[src/rtl/uart_rx.sv]
// UART receiver: two-flop synchronizer, oversampled mid-bit sampling, and a
// valid/ready byte interface with per-byte parity/framing status and an
// overrun pulse. Frame formats 8N1, 8E1, 8O1 and 8x2.
//
// Optional build macro: UART_RX_MAJORITY_VOTE_EN
//   defined   -> each bit is the 2-of-3 vote of rx_sync at sample point -1/0/+1,
//                decided at sample point +1 (all later events one cycle later)
//   undefined -> each bit is the single rx_sync value at the sample point
//
// Ports:
//   clk_i              clock, OVERSAMPLE x bit rate
//   arst_ni            asynchronous active-low reset
//   cfg_parity_en_i    1 = frame carries a parity bit
//   cfg_parity_type_i  0 = even, 1 = odd
//   cfg_stop_bits_i    0 = one stop bit, 1 = two stop bits
//   rx_i               serial line, idle high, asynchronous to clk_i
//   rx_data_o          received byte (LSB first on the line)
//   rx_data_valid_o    rx_data_o and error flags valid
//   rx_data_ready_i    consumer accepts byte
//   rx_parity_err_o    parity mismatch for the presented byte
//   rx_frame_err_o     a stop bit was sampled low for the presented byte
//   rx_overrun_o       one-cycle pulse: a completed frame was dropped
//   rx_busy_o          high in any state other than IDLE
module uart_rx #(
    parameter int unsigned OVERSAMPLE = 8
) (
    input  logic       clk_i,
    input  logic       arst_ni,
    input  logic       cfg_parity_en_i,
    input  logic       cfg_parity_type_i,
    input  logic       cfg_stop_bits_i,
    input  logic       rx_i,
    output logic [7:0] rx_data_o,
    output logic       rx_data_valid_o,
    input  logic       rx_data_ready_i,
    output logic       rx_parity_err_o,
    output logic       rx_frame_err_o,
    output logic       rx_overrun_o,
    output logic       rx_busy_o
);

    localparam int unsigned CNT_W = $clog2(OVERSAMPLE);
    localparam int unsigned HALF  = OVERSAMPLE / 2;
    // Counter is cleared on the T0 edge and on every sample edge, so the
    // start sample fires at count HALF-1 and later ones at OVERSAMPLE-1.
    // The vote variant decides one cycle later.
`ifdef UART_RX_MAJORITY_VOTE_EN
    localparam int unsigned FIRST_TICK = HALF;
`else
    localparam int unsigned FIRST_TICK = HALF - 1;
`endif
    localparam int unsigned LAST_TICK = OVERSAMPLE - 1;

    typedef enum logic [2:0] {
        IDLE,
        START,
        DATA,
        PARITY,
        STOP1,
        STOP2,
        WAIT_IDLE
    } state_e;

    state_e           state_q, state_d;
    logic [1:0]       sync_q;
    logic             rx_sync;
    logic [CNT_W-1:0] cnt_q, cnt_d;
    logic [2:0]       bit_idx_q, bit_idx_d;
    logic [7:0]       shift_q, shift_d;
    logic             par_en_q, par_en_d;
    logic             par_type_q, par_type_d;
    logic             stop2_q, stop2_d;
    logic             perr_q, perr_d;
    logic             ferr_q, ferr_d;
    logic             done_q, done_d;
    logic             tick;
    logic             sample;
    logic             ferr_next;

    logic [7:0]       data_d;
    logic             valid_d;
    logic             perr_out_d;
    logic             ferr_out_d;
    logic             overrun_d;
    logic             busy_d;

    // Two-flop synchronizer, idles high
    always_ff @(posedge clk_i or negedge arst_ni) begin
        if (!arst_ni) begin
            sync_q <= 2'b11;
        end else begin
            sync_q <= {sync_q[0], rx_i};
        end
    end

    assign rx_sync = sync_q[1];

`ifdef UART_RX_MAJORITY_VOTE_EN
    // rx_sync history: [0] = value at the previous edge, [1] = two edges back
    logic [1:0] hist_q;

    always_ff @(posedge clk_i or negedge arst_ni) begin
        if (!arst_ni) begin
            hist_q <= 2'b11;
        end else begin
            hist_q <= {hist_q[0], rx_sync};
        end
    end

    assign sample = (rx_sync & hist_q[0]) | (rx_sync & hist_q[1]) | (hist_q[0] & hist_q[1]);
`else
    assign sample = rx_sync;
`endif

    assign tick = (state_q == START) ? (cnt_q == CNT_W'(FIRST_TICK))
                                     : (cnt_q == CNT_W'(LAST_TICK));

    // Next-state, datapath and output next values
    always_comb begin
        state_d    = state_q;
        cnt_d      = cnt_q + CNT_W'(1);
        bit_idx_d  = bit_idx_q;
        shift_d    = shift_q;
        par_en_d   = par_en_q;
        par_type_d = par_type_q;
        stop2_d    = stop2_q;
        perr_d     = perr_q;
        ferr_d     = ferr_q;
        done_d     = 1'b0;
        ferr_next  = ferr_q | ~sample;

        data_d     = rx_data_o;
        valid_d    = rx_data_valid_o & ~rx_data_ready_i;
        perr_out_d = rx_parity_err_o;
        ferr_out_d = rx_frame_err_o;
        overrun_d  = 1'b0;

        case (state_q)
            IDLE: begin
                cnt_d = '0;
                if (!rx_sync) begin
                    state_d = START;
                end
            end
            START: begin
                if (tick) begin
                    cnt_d = '0;
                    if (sample) begin
                        state_d = IDLE;
                    end else begin
                        par_en_d   = cfg_parity_en_i;
                        par_type_d = cfg_parity_type_i;
                        stop2_d    = cfg_stop_bits_i;
                        bit_idx_d  = '0;
                        perr_d     = 1'b0;
                        ferr_d     = 1'b0;
                        state_d    = DATA;
                    end
                end
            end
            DATA: begin
                if (tick) begin
                    cnt_d     = '0;
                    shift_d   = {sample, shift_q[7:1]};
                    bit_idx_d = bit_idx_q + 3'd1;
                    if (bit_idx_q == 3'd7) begin
                        state_d = par_en_q ? PARITY : STOP1;
                    end
                end
            end
            PARITY: begin
                if (tick) begin
                    cnt_d   = '0;
                    perr_d  = sample ^ (^shift_q) ^ par_type_q;
                    state_d = STOP1;
                end
            end
            STOP1: begin
                if (tick) begin
                    cnt_d  = '0;
                    ferr_d = ferr_next;
                    if (stop2_q) begin
                        state_d = STOP2;
                    end else begin
                        done_d  = 1'b1;
                        state_d = ferr_next ? WAIT_IDLE : IDLE;
                    end
                end
            end
            STOP2: begin
                if (tick) begin
                    cnt_d   = '0;
                    ferr_d  = ferr_next;
                    done_d  = 1'b1;
                    state_d = ferr_next ? WAIT_IDLE : IDLE;
                end
            end
            WAIT_IDLE: begin
                // Hold off re-arming until the line is back high
                cnt_d = '0;
                if (rx_sync) begin
                    state_d = IDLE;
                end
            end
            default: begin
                cnt_d   = '0;
                state_d = IDLE;
            end
        endcase

        // Frame delivery: load when the holding register is free or being
        // drained this cycle, otherwise drop the new frame and flag overrun.
        if (done_q) begin
            if (!rx_data_valid_o || rx_data_ready_i) begin
                data_d     = shift_q;
                perr_out_d = perr_q;
                ferr_out_d = ferr_q;
                valid_d    = 1'b1;
            end else begin
                overrun_d = 1'b1;
            end
        end

        busy_d = (state_d != IDLE);
    end

    // FSM state register
    always_ff @(posedge clk_i or negedge arst_ni) begin
        if (!arst_ni) begin
            state_q <= IDLE;
        end else begin
            state_q <= state_d;
        end
    end

    // Datapath and output registers
    always_ff @(posedge clk_i or negedge arst_ni) begin
        if (!arst_ni) begin
            cnt_q           <= '0;
            bit_idx_q       <= '0;
            shift_q         <= '0;
            par_en_q        <= 1'b0;
            par_type_q      <= 1'b0;
            stop2_q         <= 1'b0;
            perr_q          <= 1'b0;
            ferr_q          <= 1'b0;
            done_q          <= 1'b0;
            rx_data_o       <= '0;
            rx_data_valid_o <= 1'b0;
            rx_parity_err_o <= 1'b0;
            rx_frame_err_o  <= 1'b0;
            rx_overrun_o    <= 1'b0;
            rx_busy_o       <= 1'b0;
        end else begin
            cnt_q           <= cnt_d;
            bit_idx_q       <= bit_idx_d;
            shift_q         <= shift_d;
            par_en_q        <= par_en_d;
            par_type_q      <= par_type_d;
            stop2_q         <= stop2_d;
            perr_q          <= perr_d;
            ferr_q          <= ferr_d;
            done_q          <= done_d;
            rx_data_o       <= data_d;
            rx_data_valid_o <= valid_d;
            rx_parity_err_o <= perr_out_d;
            rx_frame_err_o  <= ferr_out_d;
            rx_overrun_o    <= overrun_d;
            rx_busy_o       <= busy_d;
        end
    end

endmodule
[config.mk]
export PLATFORM = sky130hd
export DESIGN_NAME = uart_rx
export DESIGN_NICKNAME = d
export VERILOG_FILES = /design/src/rtl/uart_rx.sv
export SDC_FILE = /design/constraint.sdc
export NUM_CORES = 1
export LEC_CHECK = 0
export ABC_AREA = 1
export BUFFER_PORTS_ARGS = -buffer_cell sky130_fd_sc_hd__buf_4
export CORE_ASPECT_RATIO = 1.25
export CORE_MARGIN = 4
export CORE_UTILIZATION = 35
export DETAILED_ROUTE_END_ITERATION = 6
export GPL_TIMING_DRIVEN = 1
export PLACE_DENSITY_LB_ADDON = 0.15
export SYNTH_ARGS = -nofsm -noshare
export SYNTH_HDL_FRONTEND = slang
export SYNTH_SLANG_ARGS = --single-unit
[constraint.sdc]
create_clock -name clk_i -period 1.6 [get_ports clk_i]
set_input_delay 0.08 -clock clk_i [delete_from_list [all_inputs] [get_ports clk_i]]
set_output_delay 0.08 -clock clk_i [all_outputs]
set_load 0.05 [all_outputs]
# Yosys cells after proc, flatten, opt, wreduce, memory -nomap -nowiden
# Cells that the tools add are included.
# W data, S select, Z words.
word_totals:
  inputBits: 7
  out_inout_bits: 13
  ff_bits: 38
classes:
  n_addsub: 2
  bitwise_logic: 6
  n_reduce_logical: 16
  n_eq_ne: 14
  muxes: 34
ops:
  columns: ["operator", "count"]
  rows:
  - ["$mux W3", 16]
  - ["$pmux W3 S7", 1]
  - ["$eq A3 B3 Y1 const B", 5]
  - ["$mux W1", 12]
  - ["$reduce_and A4 Y1", 3]
  - ["$eq A3 B2 Y1 const B", 3]
  - ["$ne A2 B2 Y1 const B", 4]
  - ["$reduce_xor A8 Y1", 1]
  - ["$add A3 B1 Y3 const B", 2]
  - ["$pmux W1 S2", 3]
  - ["$pmux W3 S2", 1]
  - ["$reduce_bool A2 Y1", 3]
  - ["$reduce_or A5 Y1", 1]
  - ["$reduce_and A2 Y1", 2]
  - ["$eq A3 B1 Y1 const B", 1]
  - ["$logic_not A3 Y1", 1]
  - ["$reduce_and A3 Y1", 1]
  - ["$reduce_bool A3 Y1", 1]
  - ["$mux W2", 1]
  - ["$ne A2 B1 Y1 const B", 1]
  - ["$not A1 Y1", 2]
  - ["$reduce_or A2 Y1", 1]
  - ["$xor A1 B1 Y1", 2]
  - ["$and A1 B1 Y1", 1]
  - ["other kinds (3)", 3]

# Depth between registers and ports, before layout
# Gate-level depths: netlist (run 1).
logic_depth:
  word_depth: 7
  ltp_mapped: 9
  depth_no_buf: 9

# Worst setup path before layout (run 1)
# Ideal clock, no wire load.
synth_timing:
  path_type: "register to register"
  start: "reg bit_idx_q[0]"
  end: "reg rx_busy_o"
  setup_slack_ns: 0.158
  t_arrival_ns: 1.311
  setup_time_ns: 0.131
  stages_incl_launch_ff: 9
  cell_sequence: "dfrtp_1 ha_1 ha_1 nand2_1 o21ai_0 o211ai_1 nand2_1 nor2_1 nand3_1"
synth_via:
  elab_chain_cells: 5
synth_lines:
  columns: ["item", "line", "rtl"]
  rows:
  - ["start: declaration", "68", "logic [2:0] bit_idx_q, bit_idx_d;"]
  - ["start signal: assignment", "256", "bit_idx_q <= bit_idx_d;"]
  - ["$eq A3 B3 Y1", "166", "if (bit_idx_q == 3'd7) begin"]
  - ["$mux W3", "166", null]
  - ["$mux W3", "162", "if (tick) begin"]
  - ["$pmux W3 S7", "138", "case (state_q)"]
  - ["$reduce_bool A3 Y1", "224", "busy_d = (state_d != IDLE);"]
  - ["net busy_d", "85", "logic busy_d;"]
  - ["end signal: assignment", "269", "rx_busy_o <= busy_d;"]
  - ["end: declaration", "39", "output logic rx_busy_o"]
# The timed path passes the listed nets, and every way through them passes these cells.
# A chain may end at the register's enable or synchronous reset.

# Final worst setup path (run 1)
layout_timing:
  start: "reg state_q[0]"
  end: "reg bit_idx_q[0]"
layout_via:
  elab_chain_cells: 4
  elab_cells_between_ends: 9
  cone_classes: "eq/ne (5); mux (2); reduce/logical (2)"
layout_lines:
  columns: ["item", "line", "rtl"]
  rows:
  - ["start: declaration", "64", "state_e state_q, state_d;"]
  - ["start signal: assignment", "232", "state_q <= state_d;"]
  - ["$eq A3 B1 Y1", "115, 138", null]
  - ["$mux W1", "115", "assign tick = (state_q == START) ? (cnt_q == CNT_W'(FIRST_TICK))"]
  - ["$ne A2 B2 Y1 (no source line)", null, null]
  - ["$reduce_and A4 Y1 (no source line)", null, null]
# Parallel ways exist; a longest one is shown, timed or not.

==> impl_metrics.csv, run 1 <==
group,metric,value,unit
yosys,synth_cell_types,27,
cts,clk_latency,290,ps
timing,slew_viol_final,0,
cells_and_area,syn_to_final_growth,23.8,%
setup_path,endpoint_kind,"register",
route,via_per_inst,4.65,
yosys,syn-mean-instance-area,8.67,um2
timing,max_freq,0.673,GHz
placed_design,numPortBuffers,19,
floorplanning,core_area,5080,um2
placed_design,gp_congestion,0.785,
timing,maxSlewHeadroom,0.683,
route,ant_nets,0,
yosys,synthArstFlopShare,1.00,
placed_design,post-dp-hpwl,2.61,mm
timing,post-route-period-util,0.929,
floorplanning,die_w,73.0,um
yosys,yosysSeqAreaShare,0.516,
power_and_ir_drop,peakVddDrop,0.000944,V
timing,clock_skew,4.56,ps
grt,grt_pass1_wl,6.24,mm
grt,overflow,0,
power_and_ir_drop,powerDensity,1330,nW/um2
yosys,synth_cells,213,
power_and_ir_drop,p_total,0.00304,W
timing,setup_viol,0,
yosys,syn_area,1850,um2
job,maxCapViolCount,0,
cells_and_area,fill_cells,535,
route,drc,0,
setup_path,crit_type,"register to register",
yosys,synth-edff-count,0,
timing,tns,0,ps
grt,antenna_found_initial,0,
cts,cts_buffers,5,
route,drt-pass1-iter-count,4,
cells_and_area,regArea,955,um2
setup_path,cp_num_buf_inv,1,
hold_path,hold_depth,3,
cts,clock_path_buffers,2,
hold_path,min_path_type,"input port to register",
status,status,"complete, no violations",
timing,worst_pin_slew,476,ps
cells_and_area,fin_area,2290,um2
cells_and_area,utilization,0.450,
setup_path,cp.depth,6,
floorplanning,start_util,0.364,
cells_and_area,n_antenna_cell,0,
setup_path,critPathTopFamily,"compound AO/OA/AOI/OAI gates",
setup_path,critPathLaunchType,"register",
cts,tritoncts,"yes",
yosys,synth_seq_cells,38,
setup_path,crit_required,1800,ps
power_and_ir_drop,p_leak,1.15,nW
grt,grt_pass1_vias,1400,
setup_path,slowest_stage,"dfrtp_2",
floorplanning,num_rows,29,
grt,grt_max_degree,39,
floorplanning,die-area,6510,um2
floorplanning,die_y,89.2,um
setup_path,crit_fanout,8,
cts,clock-sinks,38,
setup_path,cpPeakStageDelay,480,ps
cells_and_area,final_nets,262,
route,wl_per_cell,11.5,um
route,drtIter0Drc,73,
yosys,synth_top_flop_cell,"dfrtp_1",
route,vias,1464,
cells_and_area,layout-drive-gt1-share,0.241,
cells_and_area,multi_input_area,772,um2
setup_path,path_cells,"a21oi_2, nor2_4, buf_4, a21oi_1, nand2_1, o21ai_0",
placed_design,place_area,2110,um2
timing,min_period,1490,ps
setup_path,reg2regPathDepth,6,
grt,grt_usage,0.124,
yosys,ys_warn_count,0,
timing,setup_ws,113,ps
cts,cts_max_level,2,
yosys,synth_fp_nets,223,
timing,finalHoldViolations,0,
cts,cts_root_buf,"clkbuf_8",
floorplanning,ios,20,
route,wirelength,3.64,mm
cts,path_clk_slew,70,ps
placed_design,pre_cts_slack,30.6,ps
setup_path,arrival,1690,ps
-- path summary, 6_finish.rpt --
check / start / to / slack, ps
max: state_q[0] / bit_idx_q[0] / 110
max in group asynchronous: arst_ni / state_q[0] / 950
min in group asynchronous: arst_ni / rx_data_o[0] / 290
max reg2reg: state_q[0] / bit_idx_q[0] / 110
min: cfg_stop_bits_i / stop2_q / 7
min reg2reg: sync_q[0] / sync_q[1] / 360
-- Yosys cell counts (all sizes together) (3+ instances only) --
library cell / number / area (um2)
nor3: 3 / 15.0
dfrtp: 36 / 901
o21ai: 22 / 110
xnor2: 4 / 35.0
ha: 3 / 37.5
nand2: 61 / 244
xor2: 4 / 35.0
a21oi: 4 / 27.5
nand3: 12 / 72.6
inv: 31 / 116
nor2: 17 / 81.3
nand4: 3 / 18.8
-- per-layer routing --
metal | global-route usage | wire, um | share of wire | up-vias
met1 | 0.153 | 1570 | 0.43 | 678
met3 | 0.0394 | 186 | 0.051 | 11
met5 | 0 | 0 | 0 | -
met4 | 0.0520 | 113 | 0.031 | 0
li1 | - | - | - | 745
met2 | 0.201 | 1770 | 0.49 | 30
-- area by class of cell --
type | count | area share
clock buffers | 7 | 0.0377
clock inverters | 1 | 0.00219
inverters | 31 | 0.0520
multi-input cells | 141 | 0.338
flip-flops and latches | 38 | 0.417
well taps | 62 | 0.0339
repair buffers | 35 | 0.119
-- flip-flops by register name (all words and copies together) (netlist names), 2 cells and up --
name / flops
bit_idx_q: 3
rx_data_o: 8
shift_q: 8
state_q: 3
sync_q: 2
cnt_q: 3
-- worst reg2reg max path, cell delays in order (launching register included) --
cell and delay, ps:
dfrtp_2 480, a21oi_2 300, nor2_4 90, buf_4 150, a21oi_1 230, nand2_1 70
o21ai_0 80
-- metrics by stage --
step	instances	hold slack, ps
2_1_floorplan	213	-216
3_3_place_gp	301	79.6
3_5_place_dp	301	77.6
4_1_cts	313	7.75
5_1_grt	315	47.3
6_report	315	7.17
-- power breakdown --
part / switching (W) / internal, W / leakage (nW)
Clock: 0.000324 / 0.000347 / 0.0482
Sequential: 0.000130 / 0.00112 / 0.504
Combinational: 0.000685 / 0.000438 / 0.601
Total: 0.00114 / 0.00190 / 1.15
-- logic make-up after synthesis --
group                    after synthesis  share of synthesized area
adder cells (fa/ha/maj)                3                     0.0203
AO/OA/AOI/OAI                         30                     0.0908
buffers and inverters                 35                     0.0847
flip-flops                            38                      0.516
XOR/XNOR                               8                     0.0379
multiplexers                           2                     0.0122
AND/OR/NAND/NOR                       97                      0.238
-- cells in the final DEF (no fill, tap or decap), types with 2 or more instances in the layout --
master         Yosys  final
o211ai_1           2      2
xor2_1             4      4
ha_2               0      2
a21oi_2            2      3
nand2_4            2      2
nand2_1           59     58
dfstp_2            2      2
dlygate4sd3_1      0      4
mux2_2             2      2
nand4_1            3      3
dfrtp_1           36     35
xnor2_1            4      4
nor2_2             1      4
buf_4              0     31
nand3_1           11     11
nor2_4             2      2
inv_1             29     29
clkbuf_8           1      6
nor3_1             3      3
nor2_1            14     12
o21ai_0           22     21
-- repair_timing --
item / CTS / global route
buffers inserted: 0 / 1
gates resized for setup: 0 / 11
endpoints found under the setup margin: 0 / 8
hold endpoints to repair: 39 / 0
hold buffers: 4 / 0
Note: power is estimated with default switching activity, not from simulation.
==> run 2, diff against run 1 <==
--- a/config.mk
+++ b/config.mk
@@ -8,7 +8,7 @@
 export ABC_AREA = 1
 export BUFFER_PORTS_ARGS = -buffer_cell sky130_fd_sc_hd__buf_4
 export CORE_ASPECT_RATIO = 1.25
-export CORE_MARGIN = 4
+export CORE_MARGIN = 2
 export CORE_UTILIZATION = 35
 export DETAILED_ROUTE_END_ITERATION = 6
 export GPL_TIMING_DRIVEN = 1
==> impl_metrics.csv, run 2 (synthesis gave the netlist of run 1 again) <==
group,metric,value,unit
status,status,"complete, no violations",
timing,post-route-period-util,0.956,
placed_design,pre_cts_slack,8.47,ps
placed_design,numPortBuffers,19,
setup_path,r2r_setup_slack,70,ps
setup_path,critPathLaunchType,"register",
cts,path_clk_slew,70,ps
cells_and_area,final_common_cell,"nand2_1",
setup_path,arrival,1690,ps
timing,min_period,1530,ps
timing,max_freq,0.654,GHz
cells_and_area,syn_to_final_growth,25.1,%
cts,cts_buffers,5,
setup_path,endpoint_kind,"register",
floorplanning,ios,20,
floorplanning,die-area,5880,um2
cells_and_area,layout-drive-gt1-share,0.242,
grt,grt_pass1_vias,1418,
floorplanning,core_area,5080,um2
cts,clock-sinks,38,
grt,overflow,0,
cells_and_area,final_nets,261,
floorplanning,die_y,85.2,um
job,maxCapViolCount,0,
grt,grt_max_degree,39,
route,ant_nets,0,
power_and_ir_drop,powerDensity,1330,nW/um2
timing,finalHoldViolations,0,
cts,tritoncts,"yes",
route,wl_per_cell,11.7,um
setup_path,crit_fanout,4,
timing,worst_pin_slew,479,ps
setup_path,crit_type,"register to register",
grt,grt_usage,0.145,
timing,clock_skew,4.03,ps
hold_path,min_path_type,"input port to register",
route,wirelength,3.67,mm
cells_and_area,final_cell_mix,"nand2_1 (58), dfrtp_1 (35), buf_4 (30), inv_1 (29), o21ai_0 (20)",
route,drt-pass1-iter-count,4,
cells_and_area,top_regs,"rx_data_o (8), shift_q (8)",
setup_path,crit_required,1760,ps
route,drtIter0Drc,69,
route,drc,0,
cells_and_area,utilization,0.455,
timing,setup_ws,71.1,ps
cells_and_area,n_antenna_cell,0,
floorplanning,num_rows,29,
grt,grt_pass1_wl,6.30,mm
cts,clock_path_buffers,2,
power_and_ir_drop,peakVddDrop,0.000765,V
route,via_per_inst,4.60,
placed_design,post-dp-hpwl,2.68,mm
cts,cts_max_level,2,
power_and_ir_drop,p_leak,1.17,nW
timing,slew_viol_final,0,
route,vias,1445,
floorplanning,start_util,0.364,
cts,clk_latency,280,ps
floorplanning,die_w,69.0,um
cts,cts_root_buf,"clkbuf_8",
placed_design,gp_congestion,0.835,
timing,setup_viol,0,
grt,antenna_found_initial,0,
timing,maxSlewHeadroom,0.681,
==> run 2: cell count changes in the layout (fill, tap and decap cells not counted), sizes merged <==
cell | previous run | this run
nor2 | 18 | 17
==> run 2: power breakdown <==
| part | internal, W | leakage [nW] | switching, W |
|---|---|---|---|
| Sequential | 0.00112 | 0.504 | 0.000141 |
| Combinational | 0.000460 | 0.614 | 0.000686 |
| Clock | 0.000348 | 0.0482 | 0.000323 |
| Total | 0.00192 | 1.17 | 0.00115 |
==> run 2: what timing repair did <==
action,in CTS,in global routing
gates resized for setup,1,13
endpoints found under the hold margin,39,0
hold buffers,4,0
setup buffers,0,1
endpoints found under the setup margin,1,4
pin swaps,0,5
==> run 2: worst max-delay path: stages, from the launching register on <==
cell and delay [ps]:
dfrtp_1 400, ha_2 210, ha_4 180, nand2_4 70, o21ai_1 60, o211ai_1 190
nand2_1 90, nor2_2 130, nand3_1 90
==> run 2: worst paths after layout <==
check,from,endpoint,cells past startpoint
min,cfg_parity_en_i,par_en_q,3
max reg2reg,bit_idx_q[1],rx_busy_o,8
min in group asynchronous,arst_ni,shift_q[0],2
max in group asynchronous,arst_ni,state_q[0],2
min reg2reg,sync_q[0],sync_q[1],0
max,bit_idx_q[1],rx_busy_o,8
==> run 2: cell type report <==
| type | count | area [um2] |
|---|---|---|
| Multi-Input combinational cell | 140 | 785 |
| Inverter | 31 | 116 |
| Clock buffer | 7 | 86.3 |
| Fill cell | 503 | 2770 |
| Tap cell | 62 | 77.6 |
| Clock inverter | 1 | 5.00 |
| Sequential cell | 38 | 955 |
| Timing Repair Buffer | 35 | 285 |
==> run 2: metrics by stage <==
step	std cells	hold slack (ps)	TNS, ps	cell area, um2	power (W)
2_1_floorplan	213	-216	0	1850	0.00203
3_3_place_gp	301	78.2	0	2120	0.00235
3_5_place_dp	301	79.8	0	2120	0.00234
4_1_cts	313	10.9	0	2260	0.00305
5_1_grt	314	67.2	-7.47	2310	0.00334
6_report	314	16.6	0	2310	0.00307
==> run 2: metal layers <==
| layer | vias up | global-route usage | wire length [um] |
|---|---|---|---|
| li1 | 752 | - | - |
| met1 | 666 | 0.182 | 1670 |
| met2 | 21 | 0.236 | 1820 |
| met3 | 6 | 0.0358 | 120 |
| met4 | 0 | 0.0535 | 61 |
| met5 | - | 0 | 0 |
